`src/rtl/rv32i_types.sv`:
```
// rv32i_types: shared out-of-order core types and CDB arbiter constants
// Holds ooo_instr_t (completed instruction), wb_bus_t (CDB broadcast),
// the CDB requester count and the per-unit request indices.
package rv32i_types;
  localparam int ROB_NUM_BITS = 4;
  localparam int NUM_CDB_REQ = 5;
  typedef logic [$clog2(NUM_CDB_REQ)-1:0] cdb_req_idx_t;
  localparam cdb_req_idx_t CDB_ALU = 3'd0;
  localparam cdb_req_idx_t CDB_MEM = 3'd1;
  localparam cdb_req_idx_t CDB_BR  = 3'd2;
  localparam cdb_req_idx_t CDB_MUL = 3'd3;
  localparam cdb_req_idx_t CDB_DIV = 3'd4;
  typedef struct packed {
    logic [31:0]             pc;
    logic [ROB_NUM_BITS-1:0] rob_addr;
    logic [4:0]              rd_addr;
    logic [5:0]              rd_paddr;
    logic [31:0]             rd_data;
  } ooo_instr_t;
  typedef struct packed {
    logic        valid;
    logic [4:0]  rd_addr;
    logic [5:0]  rd_paddr;
    logic [31:0] rd_data;
  } wb_bus_t;
endpackage

```
`src/rtl/cdb_arbiter_rr_pick.sv`:
```
// rr_pick: combinational rotating-priority encoder
// Ports: req (request vector), ptr (highest-priority index),
// gnt (one-hot grant), idx (grant index), any (some request granted).
module rr_pick #(
  parameter int N = 5,
  localparam int IW = (N > 1) ? $clog2(N) : 1
) (
  input  logic [N-1:0]  req,
  input  logic [IW-1:0] ptr,
  output logic [N-1:0]  gnt,
  output logic [IW-1:0] idx,
  output logic          any
);
  int j;
  always_comb begin
    gnt = '0;
    idx = '0;
    any = 1'b0;
    j = 0;
    for (int k = 0; k < N; k++) begin
      j = (int'(ptr) + k) % N;
      if (!any && req[j]) begin
        any = 1'b1;
        gnt[j] = 1'b1;
        idx = IW'(j);
      end
    end
  end
endmodule

```
`src/rtl/cdb_arbiter.sv`:
```
// cdb_arbiter: fair common-data-bus arbiter with one holding slot per unit
// Ports: clk, rst (sync, active-high), flush; req_valid/req_instr/req_ready
// per functional unit (ALU=0 MEM=1 BR=2 MUL=3 DIV=4); registered outputs
// instr_out (CDB broadcast), wb_instr_struct, push_status, rob_addr.
// Macro CDB_ARB_STARVE_EN builds wait counters and the starvation override.
module cdb_arbiter
  import rv32i_types::*;
#(
  parameter int NUM_REQ = NUM_CDB_REQ,
  parameter int STARVE_LIMIT = 8
) (
  input  logic                    clk,
  input  logic                    rst,
  input  logic                    flush,
  input  logic [NUM_REQ-1:0]      req_valid,
  input  ooo_instr_t              req_instr [NUM_REQ],
  output logic [NUM_REQ-1:0]      req_ready,
  output wb_bus_t                 instr_out,
  output ooo_instr_t              wb_instr_struct,
  output logic                    push_status,
  output logic [ROB_NUM_BITS-1:0] rob_addr
);
  localparam int IW = (NUM_REQ > 1) ? $clog2(NUM_REQ) : 1;
  if (STARVE_LIMIT < 1) begin : g_bad_limit
    $error("STARVE_LIMIT must be at least 1");
  end
  logic [NUM_REQ-1:0] full, xfer, rot_gnt, gnt;
  logic [IW-1:0] ptr, rot_idx, idx;
  logic rot_any, any;
  ooo_instr_t slot [NUM_REQ];
  ooo_instr_t win;
  rr_pick #(.N(NUM_REQ)) u_pick (
    .req(full),
    .ptr(ptr),
    .gnt(rot_gnt),
    .idx(rot_idx),
    .any(rot_any)
  );
`ifdef CDB_ARB_STARVE_EN
  localparam int WW = $clog2(STARVE_LIMIT + 1);
  localparam logic [WW-1:0] LIM = WW'(STARVE_LIMIT);
  logic [WW-1:0] wait_cnt [NUM_REQ];
  // Scanning downward lets the lowest-index starved slot overwrite the others.
  always_comb begin
    gnt = rot_gnt;
    idx = rot_idx;
    any = rot_any;
    for (int i = NUM_REQ - 1; i >= 0; i--) begin
      if (full[i] && wait_cnt[i] == LIM) begin
        gnt = '0;
        gnt[i] = 1'b1;
        idx = IW'(i);
        any = 1'b1;
      end
    end
  end
  always_ff @(posedge clk) begin
    for (int i = 0; i < NUM_REQ; i++) begin
      wait_cnt[i] <= (rst || flush || xfer[i] || gnt[i]) ? '0 :
                     (full[i] && wait_cnt[i] != LIM) ? wait_cnt[i] + 1'b1 : wait_cnt[i];
    end
  end
`else
  assign gnt = rot_gnt;
  assign idx = rot_idx;
  assign any = rot_any;
`endif
  // A slot granted this cycle is free again at the same edge, so it may refill.
  assign req_ready = {NUM_REQ{~rst & ~flush}} & (~full | gnt);
  assign xfer = req_valid & req_ready;
  assign win = slot[idx];
  always_ff @(posedge clk) begin
    for (int i = 0; i < NUM_REQ; i++) begin
      if (xfer[i]) slot[i] <= req_instr[i];
    end
  end
  always_ff @(posedge clk) begin
    if (rst || flush) begin
      full <= '0;
      ptr <= '0;
      instr_out <= '0;
      wb_instr_struct <= '0;
      push_status <= 1'b0;
      rob_addr <= '0;
    end else begin
      full <= xfer | (full & ~gnt);
      if (any) ptr <= (idx == IW'(NUM_REQ - 1)) ? '0 : idx + 1'b1;
      instr_out.valid <= any;
      instr_out.rd_addr <= any ? win.rd_addr : '0;
      instr_out.rd_paddr <= any ? win.rd_paddr : '0;
      instr_out.rd_data <= any ? win.rd_data : '0;
      wb_instr_struct <= any ? win : '0;
      push_status <= any;
      rob_addr <= any ? win.rob_addr : '0;
    end
  end
endmodule
```
`config.mk`:
```
export PLATFORM = sky130hd
export DESIGN_NAME = cdb_arbiter
export DESIGN_NICKNAME = d
export VERILOG_FILES = /design/src/rtl/rv32i_types.sv /design/src/rtl/cdb_arbiter_rr_pick.sv /design/src/rtl/cdb_arbiter.sv
export SDC_FILE = /design/constraint.sdc
export NUM_CORES = 1
export LEC_CHECK = 0
export ABC_AREA = 1
export BUFFER_PORTS_ARGS = -buffer_cell sky130_fd_sc_hd__buf_2
export CORE_MARGIN = 4
export CORE_UTILIZATION = 54
export CTS_CLUSTER_SIZE = 28
export DETAILED_ROUTE_END_ITERATION = 8
export PLACE_DENSITY = 0.81
export SLEW_MARGIN = 25
export SYNTH_ARGS = -nofsm -noshare
export SYNTH_HDL_FRONTEND = slang
export SYNTH_SLANG_ARGS = --single-unit
```
`constraint.sdc`:
```
create_clock -name clk -period 12.85 [get_ports clk]
set_input_delay 0.6425 -clock clk [delete_from_list [all_inputs] [get_ports clk]]
set_output_delay 0.6425 -clock clk [all_outputs]
set_load 0.02 [all_outputs]
```
# [Yosys cells after proc, flatten, opt, wreduce, memory -nomap -nowiden]
# Memory sizes are Yosys's and may differ from the RTL's. A register that Yosys moved wholly into a read port is not among the register bits.
# Index checks and enable logic that the tools add are counted.
[totals] output_inout_bits=133 latch_bits=0 inputBits=403 romBits=0 register_bits=9 ram_bits=395 n_memories=1
[memory_table] name="slot" words=5 width=79 rd=1 rd_ports_with_merged_regs=1 wr=5 line="cdb_arbiter.sv:30" text="ooo_instr_t slot [NUM_REQ];"
[classes] bitwise=15 n_eq_ne=1 div=5 mul=0 addsub=5 order_cmp=10 n_shift=0 reduce_logical=15 mux=51
[ops] cell="$ge A32 B1 Y1 const B" n=5
[ops] cell="$lt A32 B5 Y1 const B" n=5
[ops] cell="$mod A32 B4 Y32 const B" n=4
[ops] cell="$mod A4 B4 Y32 const B" n=1
[ops] cell="$mux W1" n=30
[ops] cell="$or A5 B5 Y5" n=6
[ops] cell="$mux W5" n=5
[ops] cell="$mux W3" n=6
[ops] cell="$and A5 B5 Y5" n=3
[ops] cell="$bmux W1 S3" n=5
[ops] cell="$demux W1 S3" n=5
[ops] cell="$not A5 Y5" n=2
[ops] cell="$logic_and A1 B1 Y1" n=9
[ops] cell="$add A3 B2 Y4 const B" n=2
[ops] cell="$add A3 B1 Y4 const B" n=1
[ops] cell="$add A3 B3 Y4 const B" n=1
[ops] cell="$logic_not A1 Y1" n=4
[ops] cell="$add A3 B1 Y3 const B" n=1
[ops] cell="$eq A3 B3 Y1 const B" n=1
[ops] cell="$not A1 Y1" n=3
[ops] cell="$reduce_or A2 Y1" n=1
[ops] cell="$and A1 B1 Y1" n=1
[ops] cell="$logic_or A1 B1 Y1" n=1

# [Depth between registers and ports, before layout]
# Gate-level depths: netlist (run 1).
[logic_depth] ltp_word=22 mapped_depth=36 depth_no_buf=34

# [Cells and area by module]
# A second synthesis (run 1) with hierarchy kept.
[unflattened] hier_cells=1732 hier_area_um2=19776.5
[by_module_without_submodules] mod="cdb_arbiter" seq_area_each_um2=13623.1 instances=1 cells_each=1372 area_each_um2=17749.5
[by_module_without_submodules] mod="rr_pick" seq_area_each_um2=0.0 instances=1 cells_each=360 area_each_um2=2026.9

# [Worst setup path before layout (run 1)]
# Ideal clock, no wire load.
[synth_path] kind="flip-flop to flip-flop" startpoint="register ptr[1]" endpoint="memory slot[3][0] (netlist name), enable pin" slack_ns=3.164 period_less_slack_ns=9.686 required_time_ns=12.237 path_stages_with_launch=24 t_arrival_ns=9.073 path_cell_list="dfxtp_1 inv_1 ha_1 nor3_2 nor2_1 xor2_1 ha_1 fa_1 o211ai_2 nand2_1 o21ai_1 nand2_1 nor2_1 nand2_1 nand2_1 inv_1 nand2_1 nand4_1 nor2_2 nand2_1 inv_2 nand2_1 nor3b_1 nor3_1"
[synth_rtl] element="start: declaration" line="cdb_arbiter.sv:28" text="logic [IW-1:0] ptr, rot_idx, idx;"
[synth_rtl] element="start signal: assignment" line="cdb_arbiter.sv:87" text="if (any) ptr <= (idx == IW'(NUM_REQ - 1)) ? '0 : idx + 1'b1;"
[synth_rtl] element="end: declaration" line="cdb_arbiter.sv:30"

# [Final worst setup path (run 1)]
[layout_path] startpoint="register ptr[0]" endpoint="register wb_instr_struct[23] (netlist name)"
[layout_between] elab_chain_len=19 word_cells_on_any_way=44 classes_between="add/sub: 4; div: 5; mux: 25; bitwise: 1; reduce/logical: 9"
[layout_rtl] element="branches (longest 19 deep; another with $mod A32 B4 Y32)"
[layout_rtl] element="end signal: assignment" line="cdb_arbiter.sv:92" text="wb_instr_struct <= any ? win : '0;"
[layout_rtl] element="end: declaration" line="cdb_arbiter.sv:19" text="output ooo_instr_t wb_instr_struct,"
# Parallel ways; which one is timed is not known. The select of a mux whose other input is x is not followed.
# A chain may end at the register's enable or synchronous reset.

==> flow_summary.ini, run 1 <==
[status]
outcome = finished, final reports clean

[critical_path]
crit_fanout = 86
startpoint_type = register
path_common_cell = nand2_1
rr_endpoint = wb_instr_struct[23]$_SDFF_PP0_
slowest_stage = nand3_4
worstSetupEndpointType = register
r2r-start = ptr[0]$_SDFFE_PP0N_
critPathMaxStageDelay_ns = 0.97
rrSetupSlack_ns = 5.53
path_class = register to register
startpoint = ptr[0]$_SDFFE_PP0N_
ff2ff_path_depth = 28
worstPathArrival_ns = 7.79
crit_required_ns = 13.32

[final_layout]
layout_commonest_cell = buf_2
final_cell_mix = 535 x buf_2, 395 x edfxtp_1, 384 x inv_1
drive_gt1_frac = 0.257
areaGrowthSynthToFinish_pct = 20.9
finalNetCount = 3031
final_design_area_no_fill_um2 = 26000
fin_cells = 3186

[detailed_routing]
wl_um = 64400
viasPerCell = 5.30
routedWlPerCell_um = 20.2
first_pass_iters = 5
ant_nets = 0
drt_first_iter_violations = 1471
vias = 16900
drc = 0

[synthesis]
seq_area_frac_synth = 0.634
ys_warn_count = 0
synth_top_area_frac = 0.552
synth_ff_type = edfxtp_1
ys_types = 43
syn-num-nets = 2568
ys_ff_latch = 483
synthCells = 2133
synth.largest_area_cell = edfxtp_1
synthArstFlopShare = 0
yosys-top-cells-area = edfxtp_1 55%, dfxtp_1 8.2%, nand3_1 8.2%
syn_avg_cell_area_um2 = 10.1
synth-edff-count = 395
netlist_area_um2 = 21500

[clock_tree]
htreeDepth = 2
clock_latency_ns = 0.61
hold_buffers = 0
cts_tree = built
cts_resized = 0
postCtsSetupRepairBufs = 0
cts_buffers = 50
root_buffer = clkbuf_16
clk_path_buf_depth = 3
cts_sinks = 483
clkTransAtPathRegs_ns = 0.07

[hold_path]
min-delay-start = req_instr[283]
hold_path_class = primary input to register
min_path_cells = 1
min_to = slot[1][46]$_DFFE_PP_

[placement]
hpwl_um = 44400
placed_area_um2 = 24200
place_inst = 3061
place.port_buffers = 535
place_congestion = 0.906
dp_slack_ns = 5.62

[grt]
antenna_found_initial = 39
grt_usage = 0.287
grt_max_degree = 92
grt_pass1_vias = 17100
overflow = 0
grt_first_pass_wirelength_um = 96900

[timing]
period_share = 0.570
hold_viol = 0
slew_violations = 0
rsz0062_at_grt = false
setup_tns_ns = 0
skew_ns = 0.0416
max_slew.worst_pin.slew_ns = 1.05
fmax_mhz = 137
fin_crit_ns = 7.32
setup_viol = 0
finalWorstSetupSlack_ns = 5.53
slew_headroom = 0.300

[die]
die_area_um2 = 43100
die_x_um = 207
die_y_um = 207
start_util = 0.551
rows = 72
core_um2 = 39000
pin_count = 536

[pwr]
p_clk_frac = 0.214
ir_worst_vdd_mv = 0.255
p_total_mw = 6.98
swShare = 0.458
p_sw_mw = 3.19
power_density_nw_per_um2 = 269
combPwrFrac = 0.517
leakagePower_nw = 12.5
pwr-share-seq = 0.269
p_int_mw = 3.78

[run]
maxCapViolCount = 0
synthesized netlist by cell type, types with 3 or more instances:
| library cell | count |
|---|---|
| buf_4 | 60 |
| clkbuf_1 | 18 |
| nor2_1 | 198 |
| ha_1 | 31 |
| nand2_1 | 338 |
| buf_2 | 51 |
| o21ai_0 | 18 |
| dfxtp_1 | 88 |
| inv_2 | 12 |
| nand3_1 | 350 |
| edfxtp_1 | 395 |
| nand2_2 | 6 |
| nand3b_1 | 80 |
| nor2_2 | 9 |
| buf_1 | 7 |
| o211ai_1 | 3 |
| nand4_1 | 17 |
| nand3_2 | 3 |
| xor2_1 | 4 |
| a21oi_1 | 16 |
| o21ai_1 | 5 |
| nor3_1 | 8 |
| inv_1 | 384 |
| nor4_1 | 3 |
| buf_6 | 8 |
how the worst max path moves through the flow:
stage	end	slack (ns)	cells past startpoint
finish	wb_instr_struct[23]$_SDFF_PP0_	5.53	28
floorplan	slot[3][0]$_DFFE_PP_	3.16	23
global route	wb_instr_struct[41]$_SDFF_PP0_	4.91	26
global placement	wb_instr_struct[19]$_SDFF_PP0_	5.85	26
CTS	wb_instr_struct[19]$_SDFF_PP0_	5.54	26
detailed placement	wb_instr_struct[23]$_SDFF_PP0_	5.62	26
worst max-delay path, delay by kind of cell, from the launching register on:
kind / cells / cell delay [ns]
AOI/OAI and AO/OA: 3 / 0.56
adders and majority gates: 3 / 0.97
buffers and inverters: 6 / 1.43
DFF: 1 / 0.86
and+or+nand+nor: 16 / 3.13
sequential cells by signal, summed over array words and instances (netlist names):
signal	count
ptr	3
wb_instr_struct	75
rob_addr	4
push_status	1
slot	395
full	5
stage by stage:
step,util,hold WS (ns)
CTS,0.663,0.178
detailed placement,0.619,0.539
floorplan,-,0.522
global route,0.666,0.184
finish,0.666,0.206
global placement,0.618,0.533
cell type report:
| type | count | area (um2) |
|---|---|---|
| multi-input cells | 1108 | 5540 |
| clock buffers | 68 | 1410 |
| repair buffers | 555 | 2880 |
| diodes | 30 | 75.1 |
| clock inverters | 26 | 303 |
| flip-flops and latches | 483 | 13600 |
| fillers | 2919 | 13000 |
| well taps | 518 | 648 |
| inverters | 398 | 1500 |
layer usage:
layer	part of all wire	GRT usage
met1	0.37	0.345
met5	0.0019	0
met2	0.51	0.496
met3	0.084	0.0642
met4	0.039	0.130
kinds of logic after synthesis:
logic type	count (synthesis)	synth area share
compound gates	51	0.0137
xor+xnor	5	0.00239
fa+ha+maj	32	0.0190
buf+inv	542	0.111
flops	483	0.634
simple gates	1020	0.220
power by group through the flow:
| stage | Combinational [mW] | Sequential, mW | Clock, mW |
|---|---|---|---|
| finish | 3.61 | 1.88 | 1.49 |
| floorplan | 2.67 | 1.97 | 0 |
| global placement | 3.45 | 1.91 | 0 |
| detailed placement | 3.56 | 1.91 | 0 |
| CTS | 3.61 | 1.88 | 1.51 |
| global route | 4.00 | 1.88 | 1.58 |
No activity file was read; power rests on OpenSTA's default activity.
==> inputs of run 2 (changes only) <==
Settings changed: CORE_UTILIZATION 54 to 48, PLACE_DENSITY 0.81 to 0.76.
Clock period 12.85 ns to 6.3 ns, I/O delays scaled along.
==> run 2 against run 1 <==
Net effect:
- utilization grew 1.6 points
- sequential power grew 100%
- critical path depth shrank 5
- cell count grew 15%
- largest power group unchanged
- critical path type unchanged
- design area grew 16%
- register-to-register slack lost 5.0 ns
- largest cell class unchanged
- critical endpoint is now slot[2][35]$_DFFE_PP_
==> flow_summary.ini, run 2 (synthesis results as in run 1) <==
[status]
outcome = finished, final reports clean

[final_layout]
nFillCells = 2902
areaGrowthSynthToFinish_pct = 40.3
layout_commonest_cell = buf_2
largest_reg_flops = 395
utilization = 0.682
drive_gt1_frac = 0.226
finalNetCount = 3438
regMostFlops = slot
final_cell_mix = 535 x buf_2, 397 x dlygate4sd3_1, 395 x edfxtp_1
largestRegisters = slot (395), wb_instr_struct (75), full (5)

[critical_path]
ff2ff_path_depth = 23
path_class = register to register
r2r-start = ptr[1]$_SDFFE_PP0N_
rrSetupSlack_ns = 0.53
crit_required_ns = 6.59
worstSetupEndpointType = register
crit_fanout = 21
rr_endpoint = slot[2][35]$_DFFE_PP_
startpoint_type = register
startpoint = ptr[1]$_SDFFE_PP0N_
worstPathArrival_ns = 6.05
endpoint = slot[2][35]$_DFFE_PP_

[clock_tree]
clk_path_buf_depth = 3
root_buffer = clkbuf_16
cts_buffers = 50
cts_tree = built
cts_sinks = 483
clock_latency_ns = 0.60
htreeDepth = 2
clkTransAtPathRegs_ns = 0.06

[pwr]
p_total_mw = 15.0
ir_worst_vdd_mv = 0.661
power_density_nw_per_um2 = 498
leakagePower_nw = 14.2

[run]
maxCapViolCount = 0

[timing]
period_share = 0.915
slew_headroom = 0.321
hold_viol = 0
setup_tns_ns = 0
finalWorstSetupSlack_ns = 0.534
slew_violations = 0
max_slew.worst_pin.slew_ns = 1.01
setup_viol = 0
fmax_mhz = 173
fin_crit_ns = 5.77
skew_ns = 0.0221
rsz0062_at_grt = false

[detailed_routing]
wl_um = 79100
drt_first_iter_violations = 2403
first_pass_iters = 8
ant_nets = 0
vias = 19800
viasPerCell = 5.41
routedWlPerCell_um = 21.6
drc = 0

[hold_path]
hold_path_class = primary input to register
min-delay-start = req_valid[0]

[die]
die_area_um2 = 48200
die_x_um = 220
start_util = 0.486
rows = 77
core_um2 = 44200
pin_count = 536
die_y_um = 220

[grt]
overflow = 0
grt_usage = 0.313
grt_pass1_vias = 20200
antenna_found_initial = 13
grt_max_degree = 159
grt_first_pass_wirelength_um = 115000

[placement]
place_congestion = 0.930
place.port_buffers = 535
dp_slack_ns = 0.670
hpwl_um = 44200
==> run 2: cell types whose count changed in the layout (fill, tap and decap cells not counted), sizes merged <==
cell / previous run / this run
clkbuf: 68 / 76
buf: 555 / 565
bufinv: 5 / 0
dlygate4sd3: 0 / 397
diode: 30 / 19
clkinv: 21 / 16
clkinvlp: 1 / 2
==> run 2: how the worst min path moves through the flow <==
stage / to / cells past startpoint
finish: full[0]$_SDFF_PP0_ / 3
global route: full[2]$_SDFF_PP0_ / 3
CTS: full[0]$_SDFF_PP0_ / 3
detailed placement: slot[4][49]$_DFFE_PP_ / 1
global placement: slot[4][57]$_DFFE_PP_ / 1
floorplan: slot[0][0]$_DFFE_PP_ / 0
==> run 2: critical path: stages (launching register included) <==
cell and delay, ns:
dfxtp_1 0.52, inv_1 0.29, ha_1 0.45, nor3_2 0.27
nor2_1 0.10, xor2_1 0.17, ha_1 0.23, fa_1 0.41
o211ai_2 0.17, nand2_1 0.09, o21ai_1 0.21, nand2_1 0.15
o21ai_1 0.18, nand3_1 0.09, nor2_1 0.18, nand3_1 0.16
nor2_1 0.25, inv_1 0.06, o21ai_0 0.15, nor2_1 0.08
nand2_1 0.11, inv_1 0.08, nor3_4 0.77, buf_12 0.27
==> run 2: layout make-up <==
type | instances | area (um2) | area share
Antenna cell | 19 | 47.5 | 0.00158
Clock buffer | 76 | 1550 | 0.0513
Clock inverter | 17 | 126 | 0.00419
Inverter | 398 | 1500 | 0.0498
Multi-Input combinational cell | 1108 | 5560 | 0.184
Sequential cell | 483 | 13600 | 0.452
Tap cell | 592 | 741 | 0.0246
Timing Repair Buffer | 962 | 7000 | 0.232
==> run 2: routing by layer <==
metal	up-vias	track usage	share of wire
met5	-	0	0.00016
met4	2	0.192	0.070
met3	402	0.0590	0.092
li1	8652	-	-
met2	1501	0.537	0.50
met1	9215	0.364	0.34
==> run 2: power breakdown <==
part	total [mW]	leakage (nW)	switching [mW]	internal, mW
sequential	3.83	4.34	0.114	3.72
clock	3.03	0.822	1.32	1.71
combinational	8.16	9.03	5.74	2.42
total	15.0	14.2	7.18	7.84
==> run 2: repair_timing <==
| action | CTS | global route |
|---|---|---|
| setup buffers | 0 | 0 |
| hold buffers | 397 | 0 |
| hold endpoints to repair | 397 | 0 |
| resized for setup | 0 | 0 |
==> run 2: through the flow <==
step                hold slack (ns)  cell area (um2)  cells
global route                 0.0741            30100   3648
CTS                         0.00794            30100   3636
detailed placement            0.493            24500   3146
finish                       0.0435            30100   3655
floorplan                     0.414            21500   2133
global placement              0.492            24500   3146
